[src/rtl/stopwatch_lap_controller_pkg.sv]
// ============================================================================
// Module      : stopwatch_lap_controller_pkg
// Description : Shared state encodings and widths for the stopwatch lap controller.
// Revision    : 1.0 - initial release
// ============================================================================
`default_nettype none

package stopwatch_lap_controller_pkg;

    localparam int          C_BCD_W               = 16;
    localparam logic [31:0] C_HOLD_CYCLES_DEFAULT = 32'd100_000_000;

    typedef enum logic [2:0] {
        ST_CLEARED = 3'd0,
        ST_RUNNING = 3'd1,
        ST_SPLIT   = 3'd2,
        ST_STOPPED = 3'd3,
        ST_RECALL  = 3'd4
    } state_t;

endpackage

`default_nettype wire

[src/rtl/stopwatch_lap_controller_buffer.sv]
// ============================================================================
// Module      : stopwatch_lap_buffer
// Description : Circular DEPTH x 16 lap store, read by age (0 = newest).
// Revision    : 1.0 - initial release
// ============================================================================
`default_nettype none

module stopwatch_lap_buffer
    import stopwatch_lap_controller_pkg::*;
#(
    parameter  int DEPTH = 4,
    localparam int IW    = $clog2(DEPTH),
    localparam int CW    = $clog2(DEPTH + 1)
) (
    input  logic               clk_in,
    input  logic               reset,
    input  logic               wr_en,
    input  logic [C_BCD_W-1:0] wr_data,
    input  logic               clr,
    input  logic [IW-1:0]      rd_age,
    output logic [C_BCD_W-1:0] rd_data,
    output logic [CW-1:0]      count
);

    logic [C_BCD_W-1:0] mem_q [DEPTH];
    logic [IW-1:0]      wp_q, wp_d;
    logic [CW-1:0]      count_q, count_d;
    logic [C_BCD_W-1:0] rd_data_q, rd_data_d;
    logic [IW-1:0]      rd_addr;

    // DEPTH is a power of two, so pointer arithmetic wraps for free.
    always_comb begin
        rd_addr   = wp_q - IW'(1) - rd_age;
        rd_data_d = mem_q[rd_addr];
        wp_d      = wp_q;
        count_d   = count_q;
        if (clr) begin
            wp_d    = '0;
            count_d = '0;
        end else if (wr_en) begin
            wp_d = wp_q + IW'(1);
            if (count_q != CW'(DEPTH)) begin
                count_d = count_q + CW'(1);
            end
        end
    end

    always_ff @(posedge clk_in) begin
        if (wr_en) begin
            mem_q[wp_q] <= wr_data;
        end
    end

    always_ff @(posedge clk_in) begin
        if (reset) begin
            wp_q      <= '0;
            count_q   <= '0;
            rd_data_q <= '0;
        end else begin
            wp_q      <= wp_d;
            count_q   <= count_d;
            rd_data_q <= rd_data_d;
        end
    end

    assign rd_data = rd_data_q;
    assign count   = count_q;

endmodule

`default_nettype wire

[src/rtl/stopwatch_lap_controller.sv]
// ============================================================================
// Module      : stopwatch_lap_controller
// Description : Start/stop, split-hold and lap-recall control for the BCD stopwatch.
// Revision    : 1.0 - initial release
// ============================================================================
`default_nettype none

module stopwatch_lap_controller
    import stopwatch_lap_controller_pkg::*;
#(
    parameter  int          DEPTH       = 4,
    parameter  logic [31:0] HOLD_CYCLES = C_HOLD_CYCLES_DEFAULT,
    localparam int          IW          = $clog2(DEPTH),
    localparam int          CW          = $clog2(DEPTH + 1)
) (
    input  logic               clk_in,
    input  logic               reset,
    input  logic               btn_start_stop,
    input  logic               btn_lap,
    input  logic               btn_clear,
    input  logic [C_BCD_W-1:0] time_bcd,
    output logic               pause,
    output logic               counter_reset,
    output logic [C_BCD_W-1:0] display_bcd,
    output logic               lap_view,
    output logic [CW-1:0]      lap_count,
    output logic [IW-1:0]      recall_idx,
    output logic [2:0]         state
);

    logic [2:0]         btn_prev_q;
    logic               armed_q;
    logic [2:0]         rise;
    logic               ev_start, ev_lap, ev_clear;

    state_t             state_q, state_d;
    logic [31:0]        hold_q, hold_d;
    logic [C_BCD_W-1:0] split_q, split_d;
    logic [IW-1:0]      recall_idx_q, recall_idx_d;
    logic               pause_q, pause_d;
    logic               counter_reset_q, counter_reset_d;
    logic               lap_view_q, lap_view_d;
    logic [C_BCD_W-1:0] display_q, display_d;

    logic               buf_wr, buf_clr;
    logic [C_BCD_W-1:0] buf_rd_data;
    logic [CW-1:0]      buf_count;

    // armed_q masks the first post-reset cycle so a button held through reset is not an edge.
    always_comb begin
        rise     = {btn_start_stop, btn_lap, btn_clear} & ~btn_prev_q & {3{armed_q}};
        ev_start = rise[2];
        ev_lap   = rise[1] & ~rise[2];
        ev_clear = rise[0] & ~rise[1] & ~rise[2];
    end

    always_comb begin
        state_d      = state_q;
        hold_d       = hold_q;
        split_d      = split_q;
        recall_idx_d = recall_idx_q;
        buf_wr       = 1'b0;
        buf_clr      = 1'b0;
        case (state_q)
            ST_CLEARED: if (ev_start) state_d = ST_RUNNING;
            ST_RUNNING, ST_SPLIT: begin
                if (ev_start) begin
                    state_d = ST_STOPPED;
                end else if (ev_lap) begin
                    state_d = ST_SPLIT;
                    buf_wr  = 1'b1;
                    split_d = time_bcd;
                    hold_d  = HOLD_CYCLES - 32'd1;
                end else if (state_q == ST_SPLIT) begin
                    if (hold_q == 32'd0) state_d = ST_RUNNING;
                    else                 hold_d  = hold_q - 32'd1;
                end
            end
            ST_STOPPED, ST_RECALL: begin
                if (ev_start) begin
                    state_d = ST_STOPPED;
                    if (state_q == ST_STOPPED) state_d = ST_RUNNING;
                end else if (ev_lap) begin
                    if (state_q == ST_RECALL) begin
                        if (CW'(recall_idx_q) + CW'(1) >= buf_count) recall_idx_d = '0;
                        else                                         recall_idx_d = recall_idx_q + IW'(1);
                    end else if (buf_count != '0) begin
                        state_d      = ST_RECALL;
                        recall_idx_d = '0;
                    end
                end else if (ev_clear) begin
                    state_d = ST_CLEARED;
                    buf_clr = 1'b1;
                end
            end
            default: state_d = ST_CLEARED;
        endcase
        if (state_d != ST_RECALL) recall_idx_d = '0;

        pause_d         = !(state_d == ST_RUNNING || state_d == ST_SPLIT);
        counter_reset_d = (state_d == ST_CLEARED) && (state_q != ST_CLEARED);
        lap_view_d      = (state_d == ST_SPLIT) || (state_d == ST_RECALL);
        display_d       = (state_d == ST_SPLIT) ? split_d : time_bcd;
    end

    always_ff @(posedge clk_in) begin
        if (reset) begin
            btn_prev_q      <= '0;
            armed_q         <= 1'b0;
            state_q         <= ST_CLEARED;
            hold_q          <= '0;
            split_q         <= '0;
            recall_idx_q    <= '0;
            pause_q         <= 1'b1;
            counter_reset_q <= 1'b1;
            lap_view_q      <= 1'b0;
            display_q       <= '0;
        end else begin
            btn_prev_q      <= {btn_start_stop, btn_lap, btn_clear};
            armed_q         <= 1'b1;
            state_q         <= state_d;
            hold_q          <= hold_d;
            split_q         <= split_d;
            recall_idx_q    <= recall_idx_d;
            pause_q         <= pause_d;
            counter_reset_q <= counter_reset_d;
            lap_view_q      <= lap_view_d;
            display_q       <= display_d;
        end
    end

    stopwatch_lap_buffer #(.DEPTH(DEPTH)) u_lap_buffer (
        .clk_in  (clk_in),
        .reset   (reset),
        .wr_en   (buf_wr),
        .wr_data (time_bcd),
        .clr     (buf_clr),
        .rd_age  (recall_idx_d),
        .rd_data (buf_rd_data),
        .count   (buf_count)
    );

    // In RECALL the buffer's registered read port drives the display directly (flop-to-pin mux).
    assign display_bcd   = (state_q == ST_RECALL) ? buf_rd_data : display_q;
    assign pause         = pause_q;
    assign counter_reset = counter_reset_q;
    assign lap_view      = lap_view_q;
    assign lap_count     = buf_count;
    assign recall_idx    = recall_idx_q;
    assign state         = state_q;

endmodule

`default_nettype wire

[config.mk]
export PLATFORM = sky130hd
export DESIGN_NAME = stopwatch_lap_controller
export DESIGN_NICKNAME = d
export VERILOG_FILES = /design/src/rtl/stopwatch_lap_controller_pkg.sv /design/src/rtl/stopwatch_lap_controller_buffer.sv /design/src/rtl/stopwatch_lap_controller.sv
export SDC_FILE = /design/constraint.sdc
export NUM_CORES = 1
export LEC_CHECK = 0
export CORE_MARGIN = 1.5
export CORE_UTILIZATION = 45
export CTS_CLUSTER_SIZE = 40
export DETAILED_ROUTE_END_ITERATION = 8
export PLACE_DENSITY_LB_ADDON = 0.25
export SLEW_MARGIN = 20
export SYNTH_ARGS = -nofsm -noshare
export SYNTH_HDL_FRONTEND = slang
export SYNTH_SLANG_ARGS = --single-unit
[constraint.sdc]
create_clock -name clk_in -period 2.92 [get_ports clk_in]
set_input_delay 0.438 -clock clk_in [delete_from_list [all_inputs] [get_ports clk_in]]
set_output_delay 0.438 -clock clk_in [all_outputs]
set_load 0.02 [all_outputs]
======== Word-level counts from Yosys, hierarchy flattened ========
Memories as Yosys holds them, arrays and structs flattened. A register that Yosys moved wholly into a read port is not among the register bits.
Index checks and enable logic that the tools add are counted.
W data, S select, Z words.
word-level totals
  register bits ........................... 81
  bits in writable memories ............... 64
  bits in read-only memories .............. 0
  bits in latches ......................... 0
  memories kept ........................... 1
memory list
  memory              depth  width  rd ports  clocked after Yosys merged registers in  write ports  line                                   RTL
  u_lap_buffer.mem_q  4      16     1         1                                        1            stopwatch_lap_controller_buffer.sv:25  logic [C_BCD_W-1:0] mem_q [DEPTH];
cells by class
  equal/unequal tests ..................... 10
  shift-type cells ........................ 0
  add/sub/neg operators ................... 7
  bitwise gates (word level) .............. 8
  div/mod/pow operators ................... 0
  multiplexer cells ....................... 37
  reductions and logical operators ........ 15
  multiply operators ...................... 0
  $lt $le $gt $ge ......................... 1
operators with widths
  cell                     number
  $mux W32                 3
  $mux W16                 5
  $logic_not A32 Y1        1
  $sub A32 B1 Y32 const B  1
  $mux W3                  10
  $mux W2                  8
  $mux W1                  10
  $eq A3 B2 Y1 const B     3
  $pmux W3 S3              1
  $and A3 B3 Y3            2
  $eq A3 B1 Y1 const B     2
  $eq A3 B3 Y1 const B     2
  $logic_not A3 Y1         2
  $ne A3 B3 Y1 const B     2
  $reduce_bool A3 Y1       2
  $reduce_or A2 Y1         3
  $add A2 B1 Y2 const B    2
  $reduce_and A4 Y1        1
  $add A2 B1 Y3 const B    1
  $add A3 B1 Y3 const B    1
  $and A1 B1 Y1            3
  $ge A3 B3 Y1             1
  $not A3 Y3               1
  $logic_or A1 B1 Y1       2
  8 further kinds          9

======== Longest topological paths before layout ========
Gate-level depths: netlist of run 1.
  word-level depth ........................ 13
  mapped depth ............................ 13
  depth with buffers taken out ............ 11

======== Cells and area by module ========
Synthesis of run 1 repeated with hierarchy kept, for this count alone.
unflattened totals
  cells, all modules ...................... 612
  area total of the unflattened synthesis .. 7,011.7 um^2
modules (own cells, without submodules)
  module                    area each (um^2)  cells an instance  instances  seq. area each (um^2)
  stopwatch_lap_controller  3,897.5           460                1          1,521.5
  stopwatch_lap_buffer      3,114.2           152                1          2,342.2

======== Worst setup path before layout of run 1 ========
Ideal clock, no wire load.
  kind .................................... register to register
  from .................................... reg u_lap_buffer.count_q[0] (netlist: u_lap_buffer.count[0])
  to ...................................... reg u_lap_buffer.rd_data_q[10] (netlist: u_lap_buffer.rd_data[10]) (read register of u_lap_buffer.mem_q)
  buffers on the path ..................... 2
  slack ................................... -130 ps
  data arrival time ....................... 2,916 ps
  stages on the path, launching flop included .. 13
  cell sequence ........................... dfxtp_1 inv_1 ha_1 nor2b_1 nor4_1 o211ai_1 nand2b_1 ha_1 clkbuf_1 clkbuf_1 mux2_2 mux2i_1 o22ai_1
on the way
  cells in the longest elaborated chain, start to end .. 9
  elaborated cells on any way between the ends .. 16
  those cells by class .................... 1 x add/sub; 1 x order compare; 1 x eq/ne; 12 x mux; 1 x reduce/logical
RTL lines
  item                    line                                   RTL
  from (decl)             stopwatch_lap_controller_buffer.sv:27  logic [CW-1:0] count_q, count_d;
  from (signal assigned)  stopwatch_lap_controller_buffer.sv:61  count_q <= count_d;
  $reduce_bool A3 Y1      stopwatch_lap_controller.sv:87         end else if (buf_count != '0) begin
  $mux W3                 stopwatch_lap_controller.sv:87
  $mux W3                 stopwatch_lap_controller.sv:84         if (state_q == ST_RECALL) begin
  $mux W3                 stopwatch_lap_controller.sv:83         end else if (ev_lap) begin
  $mux W3                 stopwatch_lap_controller.sv:80         if (ev_start) begin
  $pmux W3 S3             stopwatch_lap_controller.sv:64         case (state_q)
  $ne A3 B3 Y1            stopwatch_lap_controller.sv:98         if (state_d != ST_RECALL) recall_idx_d = '0;
  $mux W2 *               stopwatch_lap_controller.sv:98
  $sub A2 B2 Y2 *         stopwatch_lap_controller_buffer.sv:33  rd_addr = wp_q - IW'(1) - rd_age;
  to (decl)               stopwatch_lap_controller_buffer.sv:28  logic [C_BCD_W-1:0] rd_data_q, rd_data_d;
Every way passes the cells marked *; elsewhere a longest branch is shown, timed or not.
A chain may end at the register's enable or synchronous reset.

======== Worst setup path after layout of run 1 ========
  from .................................... reg recall_idx_q[1] (netlist: recall_idx[1])
  to ...................................... reg u_lap_buffer.rd_data_q[0] (netlist: u_lap_buffer.rd_data[0]) (read register of u_lap_buffer.mem_q)
on the way
  cells in the longest elaborated chain, start to end .. 9
  elaborated cells on any way between the ends .. 11
  those cells by class .................... 3 x add/sub; 1 x order compare; 7 x mux
RTL lines
  item                    line                                   RTL
  from (decl)             stopwatch_lap_controller.sv:39         logic [IW-1:0] recall_idx_q, recall_idx_d;
  from (signal assigned)  stopwatch_lap_controller.sv:124        recall_idx_q <= recall_idx_d;
  $add A2 B1 Y3           stopwatch_lap_controller.sv:85         if (CW'(recall_idx_q) + CW'(1) >= buf_count) recall_idx_d = '0;
  $ge A3 B3 Y1            stopwatch_lap_controller.sv:85
  $mux W2                 stopwatch_lap_controller.sv:85
  $mux W2                 stopwatch_lap_controller.sv:84
  $mux W2                 stopwatch_lap_controller.sv:83
  $mux W2                 stopwatch_lap_controller.sv:80
  $mux W2 *               stopwatch_lap_controller.sv:64
  $mux W2 *               stopwatch_lap_controller.sv:98
  $sub A2 B2 Y2 *         stopwatch_lap_controller_buffer.sv:33
Marks and branches as above.

==> impl_metrics.yaml, run 1 <==
status:
  status: "complete, no violations"
setup_path:
  startpoint: "recall_idx[1]"
  r2r_cells: 11
  worstPathCellList: "ha_1, ha_1, o21ai_1, o21ai_0, o21ai_0, nand2b_1, ha_4, clkbuf_16, mux2_2, mux2i_1, o22ai_1"
  crit_family: "adder cells"
  slowest_stage: "dfxtp_1"
  cp-end-kind: "flop"
  crit_arrival_ns: 3.05
  required_ns: 3.22
  start_kind: "flop"
  r2r_slack_ns: 0.17
  cp.buffers_inverters: 1
  slowest_delay_ns: 0.38
  path_max_fanout: 16
  r2r-end: "u_lap_buffer.rd_data[0]"
  r2r-start: "recall_idx[1]"
  worstSetupPathType: "flop to flop"
finish:
  area.growth.synth_to_final_pct: 21.52
  diodes: 0
  layout-drive-gt1-share_pct: 18.00
  final_nets: 731
  layout.cells.non_filler: 922
timing:
  rsz0062_at_grt: "false"
  finClkSkew_ns: 0.007334
  worst_slew_pin_slew_ns: 0.6404
  final_hold_viol_count: 0
  slew_headroom_pct: 57.30
  setup_tns_ns: 0
  slew_viol_final: 0
  setup_viol: 0
  fin_crit_sh_pct: 94.18
  max_freq_mhz: 363.6
  min_period_ns: 2.750
drt:
  via_count: 4982
  wire_per_inst_um: 17.08
  antenna_left: 0
  wl_um: 15750
  drc: 0
  first_pass_iters: 7
  viasPerCell: 5.403
  drtIter0Drc: 334
power_and_ir_drop:
  vdd_drop_max_mv: 0.4165
  power_uw: 5435
  powerDensity_nw_per_um2: 634.2
  p_leak_uw: 0.003035
clock_tree:
  cts_max_level: 4
  cts_buffer_depth: 2
  ctsResizeCount: 0
  post_cts_buffers: 0
  cts-root-buf: "clkbuf_16"
  cts.sinks: 161
  clk_latency_ns: 0.42
  ctsHoldBuffers: 0
  clkTransAtPathRegs_ns: 0.07
  cts_tree: "built"
  cts_buffers: 17
synth:
  synth_nets: 669
  synthTopCellsByArea: "dfxtp_1 28%, edfxtp_1 27%, mux2_2 7.3%"
  yosysWarnings: 0
  synth_commonest_cells: "97 x dfxtp_1, 78 x nand2_1, 64 x edfxtp_1"
  synth-edff-count: 64
  postSynthAreaPerCell_um2: 11.09
  yosysTopAreaCellShare_pct: 27.54
  synthFlopType: "dfxtp_1"
  synth_cells: 636
  yosysMostFrequentCell: "dfxtp_1"
  syn_area_um2: 7052
  yosysSeqAreaShare_pct: 54.79
  synth_largest_area_cell: "dfxtp_1"
  synthArstFlopShare_pct: 0
  synthDistinctLibCells: 58
  ys_ff_latch: 161
die:
  design.core.area_um2: 15260
  rows: 45
  die_y_um: 128.2
  die_area_um2: 16430
  num_io_pins: 48
  initial_core_util_pct: 46.22
  die_w_um: 128.2
global_routing:
  grt_overflow: 0
  grt_pass1_wl_um: 25110
  grt_start_max_net_pins: 33
  antenna_found_initial: 0
  grt_pass1_vias: 4950
  track_usage_pct: 20.08
worst_hold_path:
  hp-start: "split_q[15]"
  worstHoldEndpoint: "display_q[15]"
  hold-path-cell-count: 2
  min_path_type: "flop to flop"
flow_run:
  cap_violations: 0
placement:
  dpl.hpwl_um: 9729
  place.gp.congestion: 0.8240
  portBuffers: 47
  dp.cells: 889
[layout make-up]
type | instances | area [µm²]
multi-input cells | 428 | 3009
repair buffers | 79 | 798.3
inverters | 11 | 41.29
flip-flops and latches | 161 | 3864
fillers | 1276 | 6689
well taps | 211 | 264.0
clock buffers | 19 | 442.9
clock inverters | 13 | 150.1
[cells by family (layout without fill, tap and decap cells)]
family	count (synthesis)	in the layout	synth area share, %
compound gates	98	98	8.056
xor+xnor	34	34	4.223
fa+ha+maj	12	12	2.129
buf+inv	47	122	2.963
flops	161	161	54.79
mux	81	81	12.33
simple gates	203	203	15.51
[placed cells by master, fill, tap and decap left out, types with 25 or more instances in the layout]
cell / count
a21oi_1: 56
buf_4: 25
clkdlybuf4s50_1: 46
dfxtp_1: 97
edfxtp_1: 64
mux2_2: 46
mux2i_1: 34
nand2_1: 78
nor2_1: 32
xor2_1: 30
[power breakdown]
part	internal (µW)	switching (µW)
clock	1300	925
combinational	294	464
sequential	2410	46.2
[sequential cells by signal, summed over array words and instances, names as in the netlist]
| signal | flops |
|---|---|
| counter_reset | 1 |
| btn_prev_q | 3 |
| state | 3 |
| pause | 1 |
| u_lap_buffer.wp_q | 2 |
| u_lap_buffer.count | 3 |
| display_q | 16 |
| u_lap_buffer.rd_data | 16 |
| armed_q | 1 |
| hold_q | 32 |
| lap_view | 1 |
| recall_idx | 2 |
| u_lap_buffer.mem_q | 64 |
| split_q | 16 |
[through the flow]
stage / setup slack (ns) / hold slack [ns] / util [%] / cell area, µm²
2_1_floorplan: 0.01436 / 0.4321 / - / 7056
6_report: 0.1700 / 0.4512 / 56.16 / 8569
5_1_grt: 0.006598 / 0.4731 / 56.16 / 8569
4_1_cts: 0.09926 / 0.4535 / 55.88 / 8527
3_3_place_gp: -0.1481 / 0.4358 / 52.00 / 7934
3_5_place_dp: -0.2089 / 0.4444 / 52.00 / 7934
[per-layer routing]
metal | global-route usage (%) | up-vias | routed length, µm
met4 | 7.535 | 0 | 253
li1 | - | 2404 | -
met2 | 34.98 | 116 | 8002
met3 | 4.007 | 19 | 625
met1 | 24.59 | 2443 | 6864
met5 | 0 | - | 0
[worst max-delay path by stage]
stage	depth (start not counted)	slack [ns]	end
floorplan	12	0.01	u_lap_buffer.rd_data[10]
CTS	11	0.1	u_lap_buffer.rd_data[4]
detailed placement	10	-0.21	u_lap_buffer.rd_data[4]
finish	11	0.17	u_lap_buffer.rd_data[0]
global route	11	0.007	u_lap_buffer.rd_data[4]
global placement	11	-0.15	u_lap_buffer.rd_data[1]
[worst min-delay path: cells and delay by family (launching register included)]
family,cells,cell delay (ns)
AO/OA/AOI/OAI,1,0.05
flip-flops,1,0.31
AND/OR/NAND/NOR,1,0.05
(Power assumes the default switching activity.)
==> run 2: changes to the inputs <==
GPL_TIMING_DRIVEN = 0   (was not set)
SKIP_LAST_GASP = 1   (was not set)
==> impl_metrics.yaml, run 2 (synthesized netlist as in run 1, its figures left out) <==
power_and_ir_drop:
  power_uw: 5393
  vdd_drop_max_mv: 0.4575
  switchingPower_uw: 1425
  p_leak_uw: 0.003023
  clock_power_share_pct: 40.9
  seqPwrFrac_pct: 45.5
  p_int_uw: 3968
  p_sw_share_pct: 26.41
  powerDensity_nw_per_um2: 635.4
  comb_power_share_pct: 13.6
drt:
  first_pass_iters: 4
  drtIter0Drc: 216
  antenna_left: 0
  drc: 0
  via_count: 4969
  viasPerCell: 5.355
  wire_per_inst_um: 16.99
  wl_um: 15770
die:
  die_area_um2: 16430
  design.core.area_um2: 15260
  initial_core_util_pct: 46.22
  rows: 45
  die_y_um: 128.2
  die_w_um: 128.2
  num_io_pins: 48
clock_tree:
  ctsHoldBuffers: 0
  cts_max_level: 4
  cts-root-buf: "clkbuf_16"
  cts_tree: "built"
  cts.sinks: 161
  clkTransAtPathRegs_ns: 0.06
  cts_buffer_depth: 2
  clk_latency_ns: 0.42
  cts_buffers: 17
finish:
  nFillCells: 1310
  layout-drive-gt1-share_pct: 17.57
  diodes: 0
  mostFrequentLayoutCells: "95 x dfxtp_1, 78 x nand2_1, 64 x edfxtp_1"
  final_util_pct: 55.62
  stdcell_area_um2: 8487
  reg_top3: "u_lap_buffer.mem_q x64, hold_q x32"
  area.growth.synth_to_final_pct: 20.35
  largest_reg_flops: 64
  layout_commonest_cell: "dfxtp_1"
  final_nets: 737
  top_register: "u_lap_buffer.mem_q"
global_routing:
  grt_start_max_net_pins: 17
  grt_pass1_wl_um: 25340
  grt_pass1_vias: 5114
  grt_overflow: 0
  track_usage_pct: 20.17
  antenna_found_initial: 0
timing:
  rsz0062_at_grt: "true"
  final_hold_viol_count: 0
  slew_viol_final: 0
  min_period_ns: 2.826
  setup_tns_ns: 0
  max_freq_mhz: 353.8
  slew_headroom_pct: 57.29
  fin_crit_sh_pct: 96.79
  setup_viol: 0
  worst_slew_pin_slew_ns: 0.6406
  finClkSkew_ns: 0.008137
flow_run:
  cap_violations: 0
setup_path:
  start_kind: "flop"
  worstSetupPathType: "flop to primary output"
  r2r_cells: 12
  slowest_delay_ns: 0.56
  cp-end-kind: "primary output"
  slowest_stage: "clkdlybuf4s50_1"
  path_max_fanout: 10
  required_ns: 2.48
  crit_arrival_ns: 2.39
  worstPathCellList: "buf_2, nor3b_4, buf_6, buf_4, mux2_2, clkdlybuf4s50_1"
placement:
  place.gp.congestion: 0.8270
  dpl.hpwl_um: 10580
  place_area_um2: 7780
  portBuffers: 46
worst_hold_path:
  hold-path-cell-count: 2
  min_path_type: "flop to flop"
status:
  status: "complete, no violations"
[run 2: changes by cell type in the layout (fill, tap and decap cells not counted), moves of 3 or more]
cell and delta:
buf_4 -17, clkbuf_1 +16, clkdlybuf4s50_1 -10, dlygate4sd2_1 +9
buf_12 -5, buf_2 +5, and2_1 -4, and2_2 +3
[run 2: power groups by stage]
stage	logic, µW	clock network (µW)	registers (µW)
after floorplan	487	0	2500
after global placement	717	0	2500
after detailed placement	724	0	2500
after CTS	728	2240	2450
after global routing	811	2330	2460
final	733	2210	2450
[run 2: metrics by stage]
| step | setup WS (ns) | instances | hold slack (ns) |
|---|---|---|---|
| final | 0.09386 | 928 | 0.4537 |
| after global routing | -0.02965 | 928 | 0.4679 |
| after CTS | 0.02147 | 928 | 0.4549 |
| after detailed placement | -0.9187 | 893 | 0.4467 |
| after global placement | -0.9072 | 893 | 0.4409 |
| after floorplan | 0.01436 | 636 | 0.4321 |
[run 2: routing by layer]
metal  global-route usage (%)  share of wire, %  up-vias
met2                    35.96                52      111
met3                    4.424               4.0       13
met4                    5.816              0.89        0
met5                        0                 0        -
li1                         -                 -     2418
met1                    24.47                43     2427
[run 2: final cells by class]
type / count / area [µm²] / area share [%]
Timing Repair Buffer: 50 / 481.7 / 5.676
Clock inverter: 13 / 150.1 / 1.769
Multi-Input combinational cell: 428 / 3014 / 35.52
Tap cell: 211 / 264.0 / 3.111
Inverter: 11 / 41.29 / 0.4865
Sequential cell: 161 / 3866 / 45.56
Clock buffer: 19 / 442.9 / 5.219
Buffer: 35 / 226.5 / 2.668
[run 2: final timing paths]
path,start,end,slack [ns]
hold reg to reg,split_q[7],display_q[7],0.45
setup / recovery,state[0],display_bcd[15],0.09
setup reg to reg,state[0],u_lap_buffer.rd_data[6],0.15
hold / removal,split_q[7],display_q[7],0.45
[run 2: worst max-delay path, delay by kind of cell (launching register included)]
kind | cells | cell delay [ns]
buffers and inverters | 4 | 1.06
muxes | 1 | 0.34
DFF | 1 | 0.33
and+or+nand+nor | 1 | 0.23
[run 2: what timing repair did]
item | CTS | global route
pin swaps | 1 | 1
resized for setup | 30 | 15
cloned | 0 | 0
buffers inserted | 4 | 0
endpoints found under the setup margin | 90 | 65
==> run 3: changes to the inputs <==
CAP_MARGIN = 5   (was not set)
==> results of run 3 <==
Same layout as run 2: the final DEF is identical, and so are final timing and power.
